## src/rtl/qam_zero_padder_pkg.sv

```systemverilog
// ============================================================================
// Module : qam_zero_padder_pkg
// Brief  : Shared QAM-16 transmitter constants: zero-padder defaults and FSM
//          state encodings.
// Rev    : 1.0
// ============================================================================
`default_nettype none

package qam_zero_padder_pkg;

  localparam int c_wid_data  = 4;
  localparam int c_up_factor = 4;
  localparam int c_wid_count = 4;

  localparam logic [1:0] c_st_idle   = 2'd0;
  localparam logic [1:0] c_st_symbol = 2'd1;
  localparam logic [1:0] c_st_zero   = 2'd2;

  typedef enum logic [1:0] {
    ST_IDLE   = c_st_idle,
    ST_SYMBOL = c_st_symbol,
    ST_ZERO   = c_st_zero
  } zp_state_t;

endpackage

`default_nettype wire

```

## src/rtl/qam_zero_padder_if.sv

```systemverilog
// ============================================================================
// Module : qam_zero_padder_if
// Brief  : Mapper-side symbol handshake and filter-side upsampled sample bus.
// Rev    : 1.0
// ============================================================================
`default_nettype none

interface qam_zero_padder_if
  import qam_zero_padder_pkg::*;
#(
  parameter int wid_data  = c_wid_data,
  parameter int wid_count = c_wid_count
);

  logic                        ready_mapper;
  logic signed [wid_data-1:0]  data_i;
  logic signed [wid_data-1:0]  data_q;
  logic                        in_ready;
  logic signed [wid_data-1:0]  out_i;
  logic signed [wid_data-1:0]  out_q;
  logic                        ready_zero;
  logic [wid_count-1:0]        phase;

  modport master (
    output ready_mapper, data_i, data_q,
    input  in_ready, out_i, out_q, ready_zero, phase
  );

  modport slave (
    input  ready_mapper, data_i, data_q,
    output in_ready, out_i, out_q, ready_zero, phase
  );

endinterface

`default_nettype wire

```

## src/rtl/qam_sym_fifo.sv

```systemverilog
// ============================================================================
// Module : qam_sym_fifo
// Brief  : Two-entry symbol FIFO; push is qualified by occupancy before any
//          same-cycle pop, so push+pop keeps occupancy and order.
// Rev    : 1.0
// ============================================================================
`default_nettype none

module qam_sym_fifo #(
  parameter int wid = 8
) (
  input  wire logic           clk,
  input  wire logic           rst_n,
  input  wire logic           push,
  input  wire logic [wid-1:0] push_data,
  input  wire logic           pop,
  output logic      [wid-1:0] pop_data,
  output logic                can_push,
  output logic                not_empty
);

  logic [wid-1:0] r_mem [2];
  logic           r_wr_ptr;
  logic           r_rd_ptr;
  logic [1:0]     r_count;
  logic           w_push;
  logic           w_pop;

  assign can_push  = (r_count < 2'd2);
  assign not_empty = (r_count != 2'd0);
  assign pop_data  = r_mem[r_rd_ptr];
  assign w_push    = push & can_push;
  assign w_pop     = pop & not_empty;

  always_ff @(posedge clk or negedge rst_n) begin
    if (!rst_n) begin
      r_mem    <= '{default: '0};
      r_wr_ptr <= 1'b0;
      r_rd_ptr <= 1'b0;
      r_count  <= 2'd0;
    end else begin
      if (w_push) begin
        r_mem[r_wr_ptr] <= push_data;
        r_wr_ptr        <= ~r_wr_ptr;
      end
      if (w_pop) begin
        r_rd_ptr <= ~r_rd_ptr;
      end
      case ({w_push, w_pop})
        2'b10:   r_count <= r_count + 2'd1;
        2'b01:   r_count <= r_count - 2'd1;
        default: r_count <= r_count;
      endcase
    end
  end

endmodule

`default_nettype wire

```

## src/rtl/qam_zero_padder.sv

```systemverilog
// ============================================================================
// Module : qam_zero_padder
// Brief  : Upsampler for mapper I/Q symbols: each symbol followed by L-1 zero
//          samples, with a 2-deep input FIFO and sticky error flags.
// Rev    : 1.0
// ============================================================================
`default_nettype none

module qam_zero_padder
  import qam_zero_padder_pkg::*;
#(
  parameter int wid_data  = c_wid_data,
  parameter int up_factor = c_up_factor,
  parameter int wid_count = c_wid_count
) (
  input  wire logic        clk,
  input  wire logic        rst_n,
  input  wire logic        sel_zero_pad,
  qam_zero_padder_if.slave bus,
  output logic             overflow,
  output logic             underrun
);

  localparam logic [wid_count-1:0] c_last_phase = wid_count'(up_factor - 1);

  zp_state_t                  r_state;
  zp_state_t                  w_state_nxt;
  logic [wid_count-1:0]       r_cnt;
  logic [wid_count-1:0]       w_cnt_nxt;
  logic [2*wid_data-1:0]      r_sym;
  logic [2*wid_data-1:0]      w_sym_nxt;
  logic [2*wid_data-1:0]      w_fifo_data;
  logic                       w_fifo_pop;
  logic                       w_fifo_not_empty;
  logic                       w_fifo_can_push;
  logic                       w_underrun_set;

  logic signed [wid_data-1:0] r_out_i;
  logic signed [wid_data-1:0] r_out_q;
  logic                       r_ready_zero;
  logic [wid_count-1:0]       r_phase;
  logic                       r_overflow;
  logic                       r_underrun;

  qam_sym_fifo #(
    .wid (2*wid_data)
  ) u_fifo (
    .clk       (clk),
    .rst_n     (rst_n),
    .push      (bus.ready_mapper),
    .push_data ({bus.data_i, bus.data_q}),
    .pop       (w_fifo_pop),
    .pop_data  (w_fifo_data),
    .can_push  (w_fifo_can_push),
    .not_empty (w_fifo_not_empty)
  );

  // Nothing on the output side moves while disabled, so no pop and no underrun.
  always_comb begin
    w_state_nxt    = r_state;
    w_cnt_nxt      = r_cnt;
    w_sym_nxt      = r_sym;
    w_fifo_pop     = 1'b0;
    w_underrun_set = 1'b0;
    if (sel_zero_pad) begin
      case (r_state)
        ST_IDLE: begin
          if (w_fifo_not_empty) begin
            w_fifo_pop  = 1'b1;
            w_sym_nxt   = w_fifo_data;
            w_state_nxt = ST_SYMBOL;
          end
        end
        ST_SYMBOL: begin
          w_cnt_nxt   = wid_count'(1);
          w_state_nxt = ST_ZERO;
        end
        ST_ZERO: begin
          if (r_cnt == c_last_phase) begin
            if (w_fifo_not_empty) begin
              w_fifo_pop  = 1'b1;
              w_sym_nxt   = w_fifo_data;
              w_state_nxt = ST_SYMBOL;
            end else begin
              w_underrun_set = 1'b1;
              w_state_nxt    = ST_IDLE;
            end
          end else begin
            w_cnt_nxt = r_cnt + wid_count'(1);
          end
        end
        default: w_state_nxt = ST_IDLE;
      endcase
    end
  end

  always_ff @(posedge clk or negedge rst_n) begin
    if (!rst_n) begin
      r_state <= ST_IDLE;
      r_cnt   <= '0;
      r_sym   <= '0;
    end else if (sel_zero_pad) begin
      r_state <= w_state_nxt;
      r_cnt   <= w_cnt_nxt;
      r_sym   <= w_sym_nxt;
    end
  end

  // Output registers follow the current state, giving the two-edge latency.
  always_ff @(posedge clk or negedge rst_n) begin
    if (!rst_n) begin
      r_out_i      <= '0;
      r_out_q      <= '0;
      r_ready_zero <= 1'b0;
      r_phase      <= '0;
      r_overflow   <= 1'b0;
      r_underrun   <= 1'b0;
    end else begin
      if (bus.ready_mapper && !w_fifo_can_push) begin
        r_overflow <= 1'b1;
      end
      if (w_underrun_set) begin
        r_underrun <= 1'b1;
      end
      if (sel_zero_pad) begin
        r_ready_zero <= (r_state != ST_IDLE);
        r_out_i      <= (r_state == ST_SYMBOL) ? r_sym[2*wid_data-1 -: wid_data] : '0;
        r_out_q      <= (r_state == ST_SYMBOL) ? r_sym[wid_data-1:0] : '0;
        r_phase      <= (r_state == ST_ZERO) ? r_cnt : '0;
      end
    end
  end

  assign bus.in_ready   = w_fifo_can_push;
  assign bus.out_i      = r_out_i;
  assign bus.out_q      = r_out_q;
  assign bus.ready_zero = r_ready_zero;
  assign bus.phase      = r_phase;
  assign overflow       = r_overflow;
  assign underrun       = r_underrun;

endmodule

`default_nettype wire

```

## src/flat_wrapper.sv

```systemverilog
// flat-port wrapper written by rule: the top's interface ports become plain ports
module qam_zero_padder_flat import qam_zero_padder_pkg::*;
#(
  parameter int wid_data  = c_wid_data,
  parameter int up_factor = c_up_factor,
  parameter int wid_count = c_wid_count
)
  (clk, rst_n, sel_zero_pad, overflow, underrun, bus_ready_mapper, bus_data_i, bus_data_q, bus_in_ready, bus_out_i, bus_out_q, bus_ready_zero, bus_phase);
  qam_zero_padder_if #(.wid_data(wid_data), .wid_count(wid_count)) bus_i ();
  input  wire logic clk;
  input  wire logic rst_n;
  input  wire logic sel_zero_pad;
  output logic overflow;
  output logic underrun;
  input wire logic [$bits(bus_i.ready_mapper)-1:0] bus_ready_mapper;
  input wire logic [$bits(bus_i.data_i)-1:0] bus_data_i;
  input wire logic [$bits(bus_i.data_q)-1:0] bus_data_q;
  output wire logic [$bits(bus_i.in_ready)-1:0] bus_in_ready;
  output wire logic [$bits(bus_i.out_i)-1:0] bus_out_i;
  output wire logic [$bits(bus_i.out_q)-1:0] bus_out_q;
  output wire logic [$bits(bus_i.ready_zero)-1:0] bus_ready_zero;
  output wire logic [$bits(bus_i.phase)-1:0] bus_phase;
  assign bus_i.ready_mapper = bus_ready_mapper;
  assign bus_i.data_i = bus_data_i;
  assign bus_i.data_q = bus_data_q;
  assign bus_in_ready = bus_i.in_ready;
  assign bus_out_i = bus_i.out_i;
  assign bus_out_q = bus_i.out_q;
  assign bus_ready_zero = bus_i.ready_zero;
  assign bus_phase = bus_i.phase;
  qam_zero_padder #(.wid_data(wid_data), .up_factor(up_factor), .wid_count(wid_count)) u_core (.clk(clk), .rst_n(rst_n), .sel_zero_pad(sel_zero_pad), .bus(bus_i), .overflow(overflow), .underrun(underrun));
endmodule
```

## config.mk

```make
export PLATFORM = sky130hd
export DESIGN_NAME = qam_zero_padder_flat
export DESIGN_NICKNAME = d
export VERILOG_FILES = /design/src/rtl/qam_zero_padder_pkg.sv /design/src/rtl/qam_zero_padder_if.sv /design/src/rtl/qam_sym_fifo.sv /design/src/rtl/qam_zero_padder.sv /design/src/flat_wrapper.sv
export SDC_FILE = /design/constraint.sdc
export NUM_CORES = 1
export LEC_CHECK = 0
export ABC_AREA = 1
export BUFFER_PORTS_ARGS = -buffer_cell sky130_fd_sc_hd__buf_2
export CAP_MARGIN = 20
export CORE_MARGIN = 2
export CORE_UTILIZATION = 57
export CTS_CLUSTER_SIZE = 8
export DETAILED_ROUTE_END_ITERATION = 7
export PLACE_DENSITY = 0.78
export REMOVE_ABC_BUFFERS = 1
export SLEW_MARGIN = 10
export SYNTH_ARGS = -nofsm -noshare
export SYNTH_HDL_FRONTEND = slang
export SYNTH_HIERARCHICAL = 1
export SYNTH_SLANG_ARGS = --single-unit
```

## constraint.sdc

```tcl
create_clock -name clk -period 2.15 [get_ports clk]
set_input_delay 0.5375 -clock clk [delete_from_list [all_inputs] [get_ports clk]]
set_output_delay 0.5375 -clock clk [all_outputs]
set_load 0.05 [all_outputs]
```

==> metrics.cfg, run 1 <==
[run_status]
outcome=completed

[yosys]
synth_cell_types=26
ys_ff_latch=49
synth_warnings=6
synth_top_area_cell=dfrtp_1
avgSynthCellArea_um2=8.83
synthTopCellsByArea=dfrtp_1 54%, nand2_1 19%, o21ai_2 6.2%, nand3_1 5.1%, inv_1 3.0%
synth_cells=257
synthArstFlopShare_pct=100
ys_seq_area_share_pct=54.0
yosysMostFrequentCell=nand2_1
synth_top_area_share_pct=54.0
synth.cell_area_mm2=0.00227
synth_edf_count=0
ys.flop_type=dfrtp_1
ys_top_cells_by_count=113 x nand2_1, 49 x dfrtp_1, 23 x nand3_1, 18 x inv_1, 16 x o21ai_2

[critical_path]
path_max_fanout=10
crit_required_ns=2.35
arrival_ns=2.08
crit_buf_inv=3
rrSetupSlack_ns=0.27
cp_common_cell=nand2_1
slowest_delay_ns=0.43
crit_family=simple AND/OR/NAND/NOR gates
critPathKind=register to register
endpoint_kind=register
slowest_stage=dfrtp_1
startpoint_type=register
crit_chain=ha_1 -> nand2_1 -> nand2_1 -> nand3_4 -> inv_1 -> nand2_1 -> inv_1 -> ha_1 -> inv_1 -> nand3_1 -> nand2_1 -> nand2_1

[clock_tree]
cts.clk_slew.worst_paths_ns=0.09
numCtsBuffers=5
clk_latency_ns=0.30
cts.path.max_buffers=2
root_buffer=clkbuf_8
cts_resized=0
cts_tree=yes
clock-sinks=49
cts_setup_buffers=0
h-tree-depth=2
cts_hold_buf=0

[grt]
antenna_found_initial=0
grt.total_usage_pct=19.8
grt_pass1_vias=1509
gr-total-overflow=0
grt_max_degree=20
grt_pass1_wl_mm=6.65

[final_layout]
drive_above_1_share_pct=23.2
finalNonFillerCells=337
antenna_cells=0
nets=302
stdcell_area_mm2=0.00256
syn_to_final_growth_pct=12.7

[floorplanning]
io_pins=28
fp-row-count=22
start_util_pct=60.6
die_width_um=67.1
die-area_mm2=0.00450
core_area_mm2=0.00374
die_height_um=67.1

[placed_design]
gp_congestion=0.861
port_buffers=27
placed_area_mm2=0.00244
placedCellCount=329
place_ws_ns=0.286
dp_hpwl_mm=2.77

[routing]
drt_iter0_drc=103
drtPass1Iterations=4
post-route-drc-count=0
via_count=1675
routed_wirelength_mm=3.84
via_per_inst=4.97
detail_route.wl_per_cell_um=11.4
antenna_left=0

[flow_run]
drv_cap=0

[sta]
max-slew-margin-rel_pct=72.5
period_minus_slack_ns=1.88
hold_violations=0
rsz0062_at_grt=false
final_max_slew_viol_count=0
setup_violations=0
skew_ns=0.00559
setup-tns-final_ns=0
fmax_ghz=0.532
finalWorstSetupSlack_ns=0.270
fin_crit_sh_pct=87.4
tightest_slew_ns=0.413

[pwr]
finalPower_w=0.00354
power_density_mw_per_mm2=1380
ir_drop_mv=0.787
leakage_nw=1.42

[min_path]
min_path_type=input pin to asynchronous set/reset pin

[placed cells by master, fill, tap and decap left out, drive strengths merged, types with 2 or more instances in the layout]
| cell type | instances |
|---|---|
| nand4 | 2 |
| inv | 21 |
| o21ai | 20 |
| nand3 | 27 |
| clkbuf | 5 |
| nand2 | 116 |
| nor2 | 6 |
| o21bai | 2 |
| dfrtp | 49 |
| ha | 2 |
| clkinv | 2 |
| buf | 30 |
[metrics by stage]
stage                     utilization (%)  hold WS, ns
final                                68.3        0.158
after global routing                 68.3        0.167
after CTS                            68.3        0.161
after detailed placement             65.3        0.458
after global placement               65.3        0.457
after floorplan                         -        0.242
[worst register-to-register path: cells and delay by family (launching register included)]
family	cells	cell delay (ns)
flip-flops	1	0.43
adder cells (fa/ha/maj)	2	0.54
AND/OR/NAND/NOR	7	0.63
buffers and inverters	3	0.19
[cell type report]
class	count	area (um2)
flip-flops and latches	49	1230
repair buffers	30	158
well taps	48	60.1
clock inverters	3	46.3
fillers	341	1180
inverters	22	82.6
multi-input cells	180	917
clock buffers	5	68.8
[routing by layer]
layer  vias up  track usage [%]  part of all wire [%]
li1        876                -                     -
met1       765             26.6                    49
met2        30             31.4                    47
met3         4             5.57                   3.7
met4         0             5.87                  0.81
met5         -                0                     0
[kinds of logic after synthesis]
logic type	count (synthesis)	synth area share [%]
fa+ha+maj	2	1.10
buf+inv	28	5.57
compound gates	24	8.27
xor+xnor	1	0.386
flops	49	54.0
simple gates	153	30.7
[report_power, final]
part	internal [W]	switching, W
Combinational	0.000456	0.000955
Sequential	0.00124	0.000233
Clock	0.000348	0.000303
[final timing paths]
| check | from | end | depth (start not counted) |
|---|---|---|---|
| worst max register to register | u_core/r_cnt[1] | u_core/u_fifo/r_count[1] | 12 |
| min in group clk | u_core/underrun | u_core/underrun | 1 |
| worst min register to register | u_core/underrun | u_core/underrun | 1 |
| worst min-delay path | rst_n | u_core/overflow | 1 |
| max in group asynchronous | rst_n | u_core/bus.out_q[1] | 2 |
| worst max-delay path | u_core/r_cnt[1] | u_core/u_fifo/r_count[1] | 12 |
[flip-flops by register name, summed over array words and instances (netlist names)]
name / count
u_core/bus.ready_zero: 1
u_core/overflow: 1
u_core/bus.out_i: 4
u_core/u_fifo/r_wr_ptr: 1
u_core/r_sym: 8
u_core/r_state: 2
u_core/bus.phase: 4
u_core/u_fifo/r_mem: 16
u_core/u_fifo/r_count: 2
u_core/r_cnt: 4
u_core/u_fifo/r_rd_ptr: 1
u_core/underrun: 1
u_core/bus.out_q: 4
(Power assumes the default switching activity.)
==> inputs of run 2 (changes only) <==
Settings changed: CELL_PAD_IN_SITES_DETAIL_PLACEMENT set to 0, CELL_PAD_IN_SITES_GLOBAL_PLACEMENT set to 1, CORE_ASPECT_RATIO set to 1.4, CORE_UTILIZATION 57 to 43, PLACE_DENSITY 0.78 to 0.77.
==> run 2 against run 1 <==
  * Fmax decreased by 1.5%
  * Combinational power about the same
  * Global-route usage decreased by 3.2 points
  * Utilization decreased by 18 points
  * Sequential power about the same
  * Non-clock buffer count unchanged
  * Count of clock-buffer cells in the layout increased by 1
  * Critical path depth unchanged
  * Design area decreased by 0.20%
  * Critical endpoint unchanged
  * Largest power group unchanged
  * Highest routed layer unchanged
==> metrics.cfg, run 2 (synthesis gave the netlist of run 1 again) <==
[final_layout]
most-common-layout-cells=113 x nand2_1, 49 x dfrtp_1, 27 x buf_2  ; unchanged
fin_util_pct=49.9  ; was 68.3%
largestRegisters=u_core/u_fifo/r_mem: 16 flops, u_core/r_sym: 8 flops  ; unchanged
layout_commonest_cell=nand2_1  ; unchanged
finalNonFillerCells=355  ; was 337
antenna_cells=0  ; unchanged
nets=302  ; unchanged
syn_to_final_growth_pct=12.5  ; was 12.7%
top_register=u_core/u_fifo/r_mem  ; unchanged
largest_reg_flops=16  ; unchanged
drive_above_1_share_pct=22.8  ; was 23.2%

[grt]
gr-total-overflow=0  ; unchanged
grt_pass1_vias=1641  ; was 1,509
antenna_found_initial=0  ; unchanged
grt.total_usage_pct=16.6  ; was 19.8%
grt_pass1_wl_mm=7.51  ; was 6.65 mm
grt_max_degree=26  ; was 20

[clock_tree]
cts_tree=yes  ; unchanged
cts.path.max_buffers=2  ; unchanged
cts_hold_buf=0  ; unchanged
numCtsBuffers=5  ; unchanged
clk_latency_ns=0.30  ; about the same
clock-sinks=49  ; unchanged
root_buffer=clkbuf_8  ; unchanged
cts_resized=0  ; unchanged
h-tree-depth=2  ; unchanged
cts_setup_buffers=0  ; unchanged
cts.clk_slew.worst_paths_ns=0.09  ; about the same

[critical_path]
critPathKind=register to register  ; unchanged
startpoint_type=register  ; unchanged
path_max_fanout=10  ; unchanged
arrival_ns=2.11  ; was 2.08 ns
crit_chain=ha_1 -> nand2_1 -> nand2_1 -> nand3_4 -> inv_1 -> nand2_1 -> inv_1 -> ha_1 -> inv_1 -> nand3_1 -> nand2_1 -> nand2_1  ; unchanged
slowest_delay_ns=0.42  ; was 0.43 ns
cp_common_cell=nand2_1  ; unchanged
endpoint_kind=register  ; unchanged
slowest_stage=dfrtp_1  ; unchanged
crit_required_ns=2.35  ; about the same

[routing]
routed_wirelength_mm=4.31  ; was 3.84 mm
drt_iter0_drc=101  ; was 103
via_per_inst=4.70  ; was 4.97
drtPass1Iterations=4  ; unchanged
detail_route.wl_per_cell_um=12.1  ; was 11.4 um
via_count=1667  ; was 1,675
post-route-drc-count=0  ; unchanged
antenna_left=0  ; unchanged

[floorplanning]
die_width_um=65.4  ; was 67.1 um
io_pins=28  ; unchanged
die_height_um=90.0  ; was 67.1 um
fp-row-count=31  ; was 22
start_util_pct=44.3  ; was 60.6%
die-area_mm2=0.00588  ; was 0.00450 mm2
core_area_mm2=0.00512  ; was 0.00374 mm2

[pwr]
leakage_nw=1.40  ; was 1.42 nW
ir_drop_mv=0.656  ; was 0.787 mV
power_density_mw_per_mm2=1350  ; was 1380 mW/mm2

[placed_design]
gp_congestion=0.793  ; was 0.861
dp_hpwl_mm=3.15  ; was 2.77 mm
placedCellCount=347  ; was 329
port_buffers=27  ; unchanged

[sta]
fin_crit_sh_pct=88.7  ; was 87.4%
setup_violations=0  ; unchanged
hold_violations=0  ; unchanged
final_max_slew_viol_count=0  ; unchanged
period_minus_slack_ns=1.91  ; was 1.88 ns
skew_ns=0.00763  ; was 0.00559 ns
tightest_slew_ns=0.407  ; was 0.413 ns
setup-tns-final_ns=0  ; unchanged
fmax_ghz=0.524  ; was 0.532 GHz
rsz0062_at_grt=false  ; unchanged
max-slew-margin-rel_pct=72.9  ; was 72.5%

[min_path]
min_path_type=input pin to asynchronous set/reset pin  ; unchanged

[flow_run]
drv_cap=0  ; unchanged

[run_status]
outcome=completed  ; unchanged

-- run 2: final timing paths --
kind	start	end	slack [ns]	depth (start not counted)
setup / recovery	u_core/r_cnt[0]	u_core/u_fifo/r_count[1]	0.24	12
hold / removal	rst_n	u_core/bus.phase[1]	0.22	2
setup reg to reg	u_core/r_cnt[0]	u_core/u_fifo/r_count[1]	0.24	12
hold reg to reg	u_core/bus.out_q[1]	u_core/bus.out_q[1]	0.48	2
max in group asynchronous	rst_n	u_core/u_fifo/r_rd_ptr	1.69	2
min in group clk	u_core/bus.out_q[1]	u_core/bus.out_q[1]	0.48	2
-- run 2: critical path: cells and delay by family, from the launching register on --
family                   cells  cell delay, ns
AND/OR/NAND/NOR              7            0.63
adder cells (fa/ha/maj)      2            0.55
flip-flops                   1            0.42
buffers and inverters        3            0.19
-- run 2: per-layer routing --
layer,share of wire (%),wire [um],vias to the layer above,GRT usage [%]
met5,0,0,-,0
met2,51,2190,23,28.7
met1,44,1890,759,19.3
met3,2.9,125,6,3.38
li1,-,-,879,-
met4,2.3,98,0,7.81
-- run 2: report_power, final --
group          switching, W  internal, W
registers          0.000229      0.00124
logic              0.000980     0.000456
clock network      0.000310     0.000230
total               0.00152      0.00193
-- run 2: layout make-up --
type	count	area, um2
inverters	22	82.6
fillers	529	2570
clock inverters	2	15.0
repair buffers	30	158
multi-input cells	180	917
clock buffers	6	72.6
well taps	66	82.6
flip-flops and latches	49	1230
-- run 2: per-stage QoR --
step                instance area (um2)  power [W]  setup WS, ns  hold WS (ns)
CTS                                2550    0.00350         0.237         0.226
finish                             2550    0.00345         0.242         0.219
floorplan                          2230    0.00259         0.244         0.242
detailed placement                 2470    0.00295         0.250         0.457
global placement                   2470    0.00291         0.282         0.456
global route                       2550    0.00376        0.0278         0.238
